===== config.mk =====
export PLATFORM = sky130hd
export DESIGN_NAME = instr_fetch_unit_flat
export DESIGN_NICKNAME = d
export VERILOG_FILES = /design/src/rtl/fetch_pkg.sv /design/src/rtl/instr_fetch_unit_if.sv /design/src/rtl/fetch_buffer.sv /design/src/rtl/instr_fetch_unit.sv /design/src/flat_wrapper.sv
export SDC_FILE = /design/constraint.sdc
export NUM_CORES = 1
export LEC_CHECK = 0
export ABC_AREA = 1
export BUFFER_PORTS_ARGS = -buffer_cell sky130_fd_sc_hd__buf_2
export CORE_MARGIN = 2
export CORE_UTILIZATION = 59
export CTS_BUF_LIST = sky130_fd_sc_hd__clkbuf_2 sky130_fd_sc_hd__clkbuf_4 sky130_fd_sc_hd__clkbuf_8
export CTS_CLUSTER_SIZE = 12
export DETAILED_ROUTE_END_ITERATION = 12
export PLACE_DENSITY = 0.88
export SYNTH_ARGS = -nofsm -noshare
export SYNTH_HDL_FRONTEND = slang
export SYNTH_SLANG_ARGS = --single-unit

===== constraint.sdc =====
create_clock -name clk -period 7.4 [get_ports clk]
set_clock_uncertainty 0.05 [all_clocks]
set_input_delay 0.37 -clock clk [delete_from_list [all_inputs] [get_ports clk]]
set_output_delay 0.37 -clock clk [all_outputs]
set_load 0.05 [all_outputs]

===== src/rtl/fetch_pkg.sv =====
`default_nettype none
// ============================================================================
//  Module   : fetch_pkg
//  Brief    : Shared types and constants for the instruction fetch unit.
//  Revision : 1.0  initial release
// ============================================================================
package fetch_pkg;

    // Canonical RISC-V NOP (addi x0, x0, 0), shown when the buffer is empty
    localparam logic [31:0] NOP_INSTR = 32'h0000_0013;

    // One fetched instruction together with the PC it was fetched from
    typedef struct packed {
        logic [31:0] pc;
        logic [31:0] instr;
    } fetch_entry_t;

    // Fetch control states: one idle boot cycle, then continuous fetch
    typedef enum logic [0:0] {
        S_BOOT = 1'b0,
        S_RUN  = 1'b1
    } fetch_state_t;

endpackage
`default_nettype wire


===== src/rtl/instr_fetch_unit_if.sv =====
`default_nettype none
// ============================================================================
//  Module   : instr_fetch_unit_if
//  Brief    : Bundles the instruction-memory port, the decode handshake,
//             the control redirect inputs and the perf counters.
//             master = fetch unit side, slave = environment side.
//  Revision : 1.0  initial release
// ============================================================================
interface instr_fetch_unit_if #(
    parameter int IMEM_AW = 5
);
    logic               imem_req;
    logic [IMEM_AW-1:0] imem_addr;
    logic [31:0]        imem_rdata;
    logic               instr_valid;
    logic               instr_ready;
    logic [31:0]        instr;
    logic [31:0]        instr_pc;
    logic               branch_taken;
    logic [31:0]        branch_target;
    logic               jump;
    logic [31:0]        jump_target;
    logic [31:0]        perf_fetch_cnt;
    logic [31:0]        perf_flush_cnt;

    modport master (
        output imem_req, imem_addr,
        input  imem_rdata,
        output instr_valid, instr, instr_pc,
        input  instr_ready,
        input  branch_taken, branch_target, jump, jump_target,
        output perf_fetch_cnt, perf_flush_cnt
    );

    modport slave (
        input  imem_req, imem_addr,
        output imem_rdata,
        input  instr_valid, instr, instr_pc,
        output instr_ready,
        output branch_taken, branch_target, jump, jump_target,
        input  perf_fetch_cnt, perf_flush_cnt
    );
endinterface
`default_nettype wire


===== src/rtl/fetch_buffer.sv =====
`default_nettype none
// ============================================================================
//  Module   : fetch_buffer
//  Brief    : Small FIFO of fetch entries with push/pop/flush. Flush beats a
//             simultaneous push; pop on empty and push on full are ignored.
//  Revision : 1.0  initial release
// ============================================================================
module fetch_buffer
    import fetch_pkg::*;
#(
    parameter int FIFO_DEPTH = 2
) (
    input  wire logic                        clk,
    input  wire logic                        rst,
    input  wire logic                        push,
    input  wire fetch_entry_t                push_entry,
    input  wire logic                        pop,
    input  wire logic                        flush,
    output fetch_entry_t                     head,
    output logic [$clog2(FIFO_DEPTH):0]      count
);
    localparam int AW = $clog2(FIFO_DEPTH);
    localparam int CW = AW + 1;

    fetch_entry_t     r_mem [FIFO_DEPTH];
    logic [AW-1:0]    r_wptr;
    logic [AW-1:0]    r_rptr;
    logic [CW-1:0]    r_count;
    logic             w_do_push;
    logic             w_do_pop;

    assign w_do_push = push && (r_count != CW'(FIFO_DEPTH));
    assign w_do_pop  = pop && (r_count != '0);

    // Entry storage; stale data behind the pointers is harmless
    always_ff @(posedge clk) begin
        if (w_do_push) begin
            r_mem[r_wptr] <= push_entry;
        end
    end

    // Pointer and occupancy tracking; reset and flush both empty the FIFO
    always_ff @(posedge clk) begin
        if (!rst || flush) begin
            r_wptr  <= '0;
            r_rptr  <= '0;
            r_count <= '0;
        end else begin
            if (w_do_push) begin
                r_wptr <= r_wptr + 1'b1;
            end
            if (w_do_pop) begin
                r_rptr <= r_rptr + 1'b1;
            end
            case ({w_do_push, w_do_pop})
                2'b10:   r_count <= r_count + 1'b1;
                2'b01:   r_count <= r_count - 1'b1;
                default: r_count <= r_count;
            endcase
        end
    end

    assign head  = r_mem[r_rptr];
    assign count = r_count;

endmodule
`default_nettype wire


===== src/rtl/instr_fetch_unit.sv =====
`default_nettype none
// ============================================================================
//  Module   : instr_fetch_unit
//  Brief    : Fetch stage. Owns the PC, issues word reads to a 1-cycle
//             synchronous instruction memory under a credit rule, buffers
//             responses and hands {instr, pc} to decode. Redirects flush the
//             buffer and kill the in-flight response.
//             Optional macro FETCH_PERF_EN adds delivered/redirect counters.
//  Revision : 1.0  initial release
// ============================================================================
module instr_fetch_unit
    import fetch_pkg::*;
#(
    parameter logic [31:0] PC_RESET   = 32'h0000_0000,
    parameter int          IMEM_AW    = 5,
    parameter int          FIFO_DEPTH = 2
) (
    input  wire logic           clk,
    input  wire logic           rst,
    instr_fetch_unit_if.master  bus
);
    localparam int CW = $clog2(FIFO_DEPTH) + 1;

    fetch_state_t   r_state;
    fetch_state_t   w_state_nxt;
    logic [31:0]    r_pc;
    logic [31:0]    r_req_pc;
    logic           r_inflight;
    logic           w_issue;
    logic           w_redirect;
    logic [31:0]    w_target;
    logic           w_push;
    logic           w_pop;
    logic [CW-1:0]  w_count;
    logic [CW-1:0]  w_used;
    fetch_entry_t   w_head;
    fetch_entry_t   w_push_entry;

    // Jump outranks a taken branch; targets are forced word aligned
    assign w_redirect = bus.jump | bus.branch_taken;
    assign w_target   = (bus.jump ? bus.jump_target : bus.branch_target) & ~32'h3;

    // Buffer slots already spoken for, including the response on its way
    assign w_used = w_count + CW'(r_inflight);

    // FSM state register
    always_ff @(posedge clk) begin
        if (!rst) begin
            r_state <= S_BOOT;
        end else begin
            r_state <= w_state_nxt;
        end
    end

    // FSM next state and issue decision
    always_comb begin
        w_state_nxt = r_state;
        w_issue     = 1'b0;
        case (r_state)
            S_BOOT: begin
                w_state_nxt = S_RUN;
            end
            S_RUN: begin
                w_issue = !w_redirect && (w_used < CW'(FIFO_DEPTH));
            end
            default: begin
                w_state_nxt = S_BOOT;
            end
        endcase
    end

    // PC, request PC and in-flight tracking; a redirect clears the in-flight
    // flag because no request goes out in that cycle
    always_ff @(posedge clk) begin
        if (!rst) begin
            r_pc       <= PC_RESET;
            r_req_pc   <= PC_RESET;
            r_inflight <= 1'b0;
        end else begin
            r_inflight <= w_issue;
            if (w_redirect) begin
                r_pc <= w_target;
            end else if (w_issue) begin
                r_req_pc <= r_pc;
                r_pc     <= r_pc + 32'd4;
            end
        end
    end

    // A response arriving in a redirect cycle belongs to the wrong path
    assign w_push             = r_inflight && !w_redirect;
    assign w_pop              = (w_count != '0) && bus.instr_ready;
    assign w_push_entry.pc    = r_req_pc;
    assign w_push_entry.instr = bus.imem_rdata;

    fetch_buffer #(
        .FIFO_DEPTH (FIFO_DEPTH)
    ) u_fetch_buffer (
        .clk        (clk),
        .rst        (rst),
        .push       (w_push),
        .push_entry (w_push_entry),
        .pop        (w_pop),
        .flush      (w_redirect),
        .head       (w_head),
        .count      (w_count)
    );

    assign bus.imem_req    = w_issue;
    assign bus.imem_addr   = r_pc[IMEM_AW+1:2];
    assign bus.instr_valid = (w_count != '0);
    assign bus.instr       = (w_count != '0) ? w_head.instr : NOP_INSTR;
    assign bus.instr_pc    = (w_count != '0) ? w_head.pc    : 32'h0;

`ifdef FETCH_PERF_EN
    logic [31:0] r_fetch_cnt;
    logic [31:0] r_flush_cnt;

    // Delivered-instruction and redirect counters, free-running with wrap
    always_ff @(posedge clk) begin
        if (!rst) begin
            r_fetch_cnt <= '0;
            r_flush_cnt <= '0;
        end else begin
            if (w_pop) begin
                r_fetch_cnt <= r_fetch_cnt + 32'd1;
            end
            if (w_redirect) begin
                r_flush_cnt <= r_flush_cnt + 32'd1;
            end
        end
    end

    assign bus.perf_fetch_cnt = r_fetch_cnt;
    assign bus.perf_flush_cnt = r_flush_cnt;
`else
    assign bus.perf_fetch_cnt = 32'h0;
    assign bus.perf_flush_cnt = 32'h0;
`endif

endmodule
`default_nettype wire

===== src/flat_wrapper.sv =====
// flat-port wrapper written by rule: the top's interface ports become plain ports
module instr_fetch_unit_flat import fetch_pkg::*;
#(
    parameter logic [31:0] PC_RESET   = 32'h0000_0000,
    parameter int          IMEM_AW    = 5,
    parameter int          FIFO_DEPTH = 2
)
  (clk, rst, bus_imem_req, bus_imem_addr, bus_imem_rdata, bus_instr_valid, bus_instr, bus_instr_pc, bus_instr_ready, bus_branch_taken, bus_branch_target, bus_jump, bus_jump_target, bus_perf_fetch_cnt, bus_perf_flush_cnt);
  instr_fetch_unit_if #(.IMEM_AW(IMEM_AW)) bus_i ();
  input  wire logic clk;
  input  wire logic rst;
  output wire logic [$bits(bus_i.imem_req)-1:0] bus_imem_req;
  output wire logic [$bits(bus_i.imem_addr)-1:0] bus_imem_addr;
  input wire logic [$bits(bus_i.imem_rdata)-1:0] bus_imem_rdata;
  output wire logic [$bits(bus_i.instr_valid)-1:0] bus_instr_valid;
  output wire logic [$bits(bus_i.instr)-1:0] bus_instr;
  output wire logic [$bits(bus_i.instr_pc)-1:0] bus_instr_pc;
  input wire logic [$bits(bus_i.instr_ready)-1:0] bus_instr_ready;
  input wire logic [$bits(bus_i.branch_taken)-1:0] bus_branch_taken;
  input wire logic [$bits(bus_i.branch_target)-1:0] bus_branch_target;
  input wire logic [$bits(bus_i.jump)-1:0] bus_jump;
  input wire logic [$bits(bus_i.jump_target)-1:0] bus_jump_target;
  output wire logic [$bits(bus_i.perf_fetch_cnt)-1:0] bus_perf_fetch_cnt;
  output wire logic [$bits(bus_i.perf_flush_cnt)-1:0] bus_perf_flush_cnt;
  assign bus_imem_req = bus_i.imem_req;
  assign bus_imem_addr = bus_i.imem_addr;
  assign bus_i.imem_rdata = bus_imem_rdata;
  assign bus_instr_valid = bus_i.instr_valid;
  assign bus_instr = bus_i.instr;
  assign bus_instr_pc = bus_i.instr_pc;
  assign bus_i.instr_ready = bus_instr_ready;
  assign bus_i.branch_taken = bus_branch_taken;
  assign bus_i.branch_target = bus_branch_target;
  assign bus_i.jump = bus_jump;
  assign bus_i.jump_target = bus_jump_target;
  assign bus_perf_fetch_cnt = bus_i.perf_fetch_cnt;
  assign bus_perf_flush_cnt = bus_i.perf_flush_cnt;
  instr_fetch_unit #(.PC_RESET(PC_RESET), .IMEM_AW(IMEM_AW), .FIFO_DEPTH(FIFO_DEPTH)) u_core (.clk(clk), .rst(rst), .bus(bus_i));
endmodule

Word level (Yosys, flattened, before mapping)
Memories as Yosys holds them, arrays and structs flattened. A register that Yosys moved wholly into a read port is not among the register bits.
Cells that the tools add are included.
{"block": "totals", "regBits": 70, "ramBits": 128, "output_inout_bits": 135, "word_cells": 47, "memories": 1}
{"memory": "u_core.u_fetch_buffer.r_mem", "depth": 2, "width": 64, "rd": 1, "rd_ports_with_merged_regs": 1, "write_ports": 1, "line_no": "fetch_buffer.sv:25", "rtl": "fetch_entry_t r_mem [FIFO_DEPTH];"}
{"block": "classes", "n_addsub": 6, "order_cmp": 1, "eq_ne": 3, "muxes": 12, "bitwise": 3, "n_reduce_logical": 13}
{"cell": "32-bit two-way mux", "count": 5}
{"cell": "32-bit by 3-bit adder with 32-bit output (second input constant)", "count": 1}
{"cell": "1-bit two-way mux", "count": 6}
{"cell": "2-bit nonzero test", "count": 3}
{"cell": "1-bit logical AND", "count": 5}
{"cell": "2-bit case mux with 2 select lines", "count": 1}
{"cell": "1-bit adder (second input constant)", "count": 2}
{"cell": "2-bit by 1-bit adder with 2-bit output", "count": 1}
{"cell": "2-bit by 1-bit adder with 2-bit output (second input constant)", "count": 1}
{"cell": "2-bit by 1-bit == test with 1-bit output (second input constant)", "count": 1}
{"cell": "2-bit == test (second input constant)", "count": 1}
{"cell": "1-bit logical NOT", "count": 2}
{"cell": "2-bit less-than comparator (second input constant)", "count": 1}
{"cell": "2-bit inequality test (second input constant)", "count": 1}
{"cell": "1-bit NOT", "count": 2}
{"cell": "2-bit AND reduction", "count": 1}
{"cell": "2-bit OR reduction", "count": 1}
{"cell": "2-bit by 1-bit subtractor with 2-bit output (second input constant)", "count": 1}
{"cell": "1-bit logical OR", "count": 1}
{"cell": "1-bit bitwise OR", "count": 1}

Depth between registers and ports, before layout
{"block": "depth", "word_depth": 6, "mapped_depth": 10, "depth_no_buf": 10}

Hierarchy
A second synthesis with hierarchy kept.
{"block": "unflattened", "cells_unflattened": 1010, "area_unflattened_um2": 9713.1}
{"mod": "fetch_buffer", "n_inst": 1, "cells_each": 234, "area_per_inst_um2": 5161.2, "seq_area_each_um2": 3943.8}
{"mod": "instr_fetch_unit", "n_inst": 1, "cells_each": 776, "area_per_inst_um2": 4551.9, "seq_area_each_um2": 1241.2}

Worst setup path after synthesis
No wires, ideal clock.
{"block": "synth_timing", "kind": "input -> register", "start": "input bus_branch_taken", "end": "memory u_core.u_fetch_buffer.r_mem[1][0] (netlist name) (enable)", "setup_ps": 484, "t_arrival_ps": 3658, "t_required_ps": 6866, "slack_ps": 3209, "path_stages": 5, "path_buffers": 1, "cell_sequence": "inv_1 -> nand2_1 -> buf_2 -> or2_2 -> nor2_1"}
{"block": "synth_between", "elab_chain_cells": 6}
{"element": "start: declaration", "line_no": "flat_wrapper.sv:19", "rtl": "input wire logic [$bits(bus_i.branch_taken)-1:0] bus_branch_taken;"}
{"element": "1-bit bitwise OR", "line_no": "instr_fetch_unit.sv:40", "rtl": "assign w_redirect = bus.jump | bus.branch_taken;"}
{"element": "1-bit logical NOT", "line_no": "instr_fetch_unit.sv:91", "rtl": "assign w_push = r_inflight && !w_redirect;"}
{"element": "1-bit logical AND", "line_no": "instr_fetch_unit.sv:91"}
{"element": "1-bit logical AND", "line_no": "fetch_buffer.sv:32", "rtl": "assign w_do_push = push && (r_count != CW'(FIFO_DEPTH));"}
{"element": "1-bit two-way mux", "line_no": "fetch_buffer.sv:37", "rtl": "if (w_do_push) begin"}
{"element": "1-bit two-way mux (not written as such)", "line_no": "fetch_buffer.sv:38", "rtl": "r_mem[r_wptr] <= push_entry;"}
{"element": "end: declaration", "line_no": "fetch_buffer.sv:25"}
Every way passes these cells.

Worst setup path after layout
{"block": "layout_timing", "start": "input bus_jump", "end": "output bus_imem_req"}
{"block": "layout_between", "elab_chain_cells": 4}
{"element": "start: declaration", "line_no": "flat_wrapper.sv:21", "rtl": "input wire logic [$bits(bus_i.jump)-1:0] bus_jump;"}
{"element": "1-bit bitwise OR", "line_no": "instr_fetch_unit.sv:40"}
{"element": "1-bit logical NOT", "line_no": "instr_fetch_unit.sv:64", "rtl": "w_issue = !w_redirect && (w_used < CW'(FIFO_DEPTH));"}
{"element": "1-bit logical AND", "line_no": "instr_fetch_unit.sv:64"}
{"element": "1-bit two-way mux", "line_no": "instr_fetch_unit.sv:59", "rtl": "case (r_state)"}
{"element": "end: declaration", "line_no": "flat_wrapper.sv:12", "rtl": "output wire logic [$bits(bus_i.imem_req)-1:0] bus_imem_req;"}
Every way passes these cells.

==> results.cfg <==
[timing]
relSlewSlack = 0.278
min_period_ns = 3.56
finalHoldViolations = 0
rsz0062_at_grt = false
fmax_mhz = 281
maxSlewViolCount = 0
min_period_over_period = 0.482
worstMarginPinSlew_ns = 1.08
setup-violations-final = 0
tns_ns = 0

[drt]
dr.pass1.iters = 6
viasPerCell = 5.20
postRouteWirelength_um = 18800
antenna_left = 0
avgRoutedWirePerCell_um = 14.4
drtIter0Drc = 586
vias = 6798
drcViolationCount = 0

[placed_design]
gp_congestion = 0.941
postPlaceCellArea_um2 = 9440
port_buffers = 165
hpwlAfterDp_um = 12800

[yosys]
yosysWarningCount = 0
yosys.area.top_type_share = 0.422
netlist_area_um2 = 8820
synth-edff-count = 124
syn_area_per_cell_um2 = 9.06
synth_top_area_cell = edfxtp_1
synth_top_flop_cell = edfxtp_1
synth-seq-area-share = 0.574
async_flop_share = 0
synth_seq_cells = 191
netlist_instances = 974
synthTopCellsByArea = edfxtp_1 42%, dfxtp_1 15%, nand2_1 12%
synth.distinct_cells = 35

[status]
status = completed

[setup_path]
rr_endpoint = u_core.r_pc[24]
endpoint = bus_imem_req
cp.required_ns = 6.98
rr_worst_depth = 8
worstPathMaxFanout = 52
startpoint = bus_jump
endpoint_kind = output pin
crit_arrival_ns = 3.14
r2r-start = u_core.u_fetch_buffer.count[0]
cp-start-kind = primary input
rrSetupSlack_ns = 4.93
worstSetupPathType = primary input to output pin

[finish]
final_nets = 1213
fill_cells = 1161
drive_above_1_share = 0.198
diodes = 0
design_area_um2 = 9770
area_delta_synth_final_pct = 10.7

[clocking]
ctsRootBufferMaster = clkbuf_8
clockBufferDepth = 2
clock-sinks = 191
cts_tree = built
htree_num_levels = 4
cts_made_buffers = 17
ctsResizeCount = 0
worst_skew_pair.late_latency_ns = 0.45
clk_pin_slew_ns = 0.08
holdBufCountCts = 0
postCtsSetupRepairBufs = 0

[floorplanning]
rows = 44
fp.dieW_um = 126
initial_core_util = 0.605
num_io_pins = 236
core_um2 = 14600
die_area_um2 = 16000
fp.dieH_um = 126

[power]
power_mw = 1.97
p_clk_frac = 0.294
leakagePower_nw = 4.11
cellInternalPower_mw = 1.45
ir_drop_mv = 0.114
sw_frac_of_total = 0.265
p_switching_uw = 523
power_frac_seq = 0.599
p_comb_frac = 0.106
power_density_nw_per_um2 = 202

[global_routing]
antenna_found_initial = 0
overflow = 0
grt_pass1_vias = 6151
grt_max_degree = 63
grt_usage = 0.232
grt_pass1_wl_um = 29700

[min_path]
hold_path.class = primary input to flip-flop

[run]
cap_violations = 0
[power by group through the flow]
stage | registers [mW] | clock network [mW] | logic (mW)
4_1_cts | 1.18 | 0.596 | 0.208
6_report | 1.18 | 0.581 | 0.209
5_1_grt | 1.19 | 0.637 | 0.229
3_3_place_gp | 1.20 | 0 | 0.203
2_1_floorplan | 1.20 | 0 | 0.192
3_5_place_dp | 1.21 | 0 | 0.207
[state kept, by name (all words and copies together), names as in the netlist, named ones only]
name and count:
u_core.u_fetch_buffer.r_mem 124, u_core.r_pc 30, u_core.r_req_pc 30, u_core.u_fetch_buffer.count 2, u_core.r_inflight 1, u_core.r_state 1
u_core.u_fetch_buffer.r_rptr 1, u_core.u_fetch_buffer.r_wptr 1
[stage by stage]
stage	hold slack [ns]	util	instances	setup slack, ns
6_report	0.0551	0.670	1307	3.84
5_1_grt	0.0162	0.670	1307	3.45
4_1_cts	0.0233	0.670	1307	3.81
3_3_place_gp	0.377	0.647	1275	3.86
2_1_floorplan	0.348	-	1039	3.21
3_5_place_dp	0.395	0.647	1275	3.80
[metal layers]
metal	vias up	routed length, um	GRT usage
met5	-	0	0
met4	0	238	0.0672
met3	21	1340	0.0392
met2	258	9010	0.384
met1	3134	8200	0.319
li1	3385	-	-
[synth_stat cells, types with 3 or more instances]
cell type,number
dfxtp_1,67
a21oi_1,114
inv_2,4
nand2_4,3
a22oi_1,12
edfxtp_1,124
nand3_1,28
o21ai_0,76
nor2_1,73
xor2_1,9
clkbuf_1,29
nand2_1,271
inv_1,45
nor2_4,7
buf_4,73
buf_2,13
[worst min-delay path by stage]
| stage | startpoint | end | slack [ns] | depth (start not counted) |
|---|---|---|---|---|
| 6_report | bus_imem_rdata[9] | u_core.u_fetch_buffer.r_mem[1][9] | 0.06 | 1 |
| 5_1_grt | bus_imem_rdata[9] | u_core.u_fetch_buffer.r_mem[0][9] | 0.02 | 1 |
| 3_3_place_gp | u_core.r_req_pc[26] | u_core.u_fetch_buffer.r_mem[0][58] | 0.38 | 0 |
| 4_1_cts | bus_imem_rdata[9] | u_core.u_fetch_buffer.r_mem[1][9] | 0.02 | 1 |
| 3_5_place_dp | u_core.r_req_pc[22] | u_core.u_fetch_buffer.r_mem[0][54] | 0.39 | 0 |
| 2_1_floorplan | rst | u_core.r_state | 0.35 | 0 |
[critical path, cell delays in order]
cell,delay [ns]
buf_2,0.25
inv_2,0.32
nand2_1,0.41
nor2_2,0.20
nand3_2,0.43
inv_2,0.74
buf_2,0.39
[cells by family (layout without fill, tap and decap cells)]
| group | after synthesis | after routing | synth area share |
|---|---|---|---|
| fa+ha+maj | 2 | 2 | 0.00284 |
| compound gates | 210 | 210 | 0.125 |
| simple gates | 394 | 394 | 0.184 |
| flops | 191 | 191 | 0.574 |
| buf+inv | 167 | 251 | 0.105 |
| other cells | 1 | 66 | 0.000425 |
| xor+xnor | 9 | 9 | 0.00893 |
[cell type report]
class | count | area [um^2] | share of cell area
tap | 184 | 230 | 0.0236
timing repair buffer | 169 | 856 | 0.0876
multi-input combinational | 681 | 3100 | 0.317
clock inverter | 11 | 70.1 | 0.00717
sequential | 191 | 5070 | 0.518
inverter | 50 | 188 | 0.0192
clock buffer | 21 | 264 | 0.0270
[layout by cell type (no fill, tap or decap), types with 9 or more instances in the layout]
cell      instances
clkbuf_8         17
nor2_4           10
xor2_1            9
dfxtp_1          66
o21ai_0          76
inv_1            45
conb_1           66
a21oi_1         114
edfxtp_1        124
nand3_1          28
nor2_1           70
a22oi_1          12
buf_2           165
nand2_1         271
Note: power is estimated with default switching activity, not from simulation.
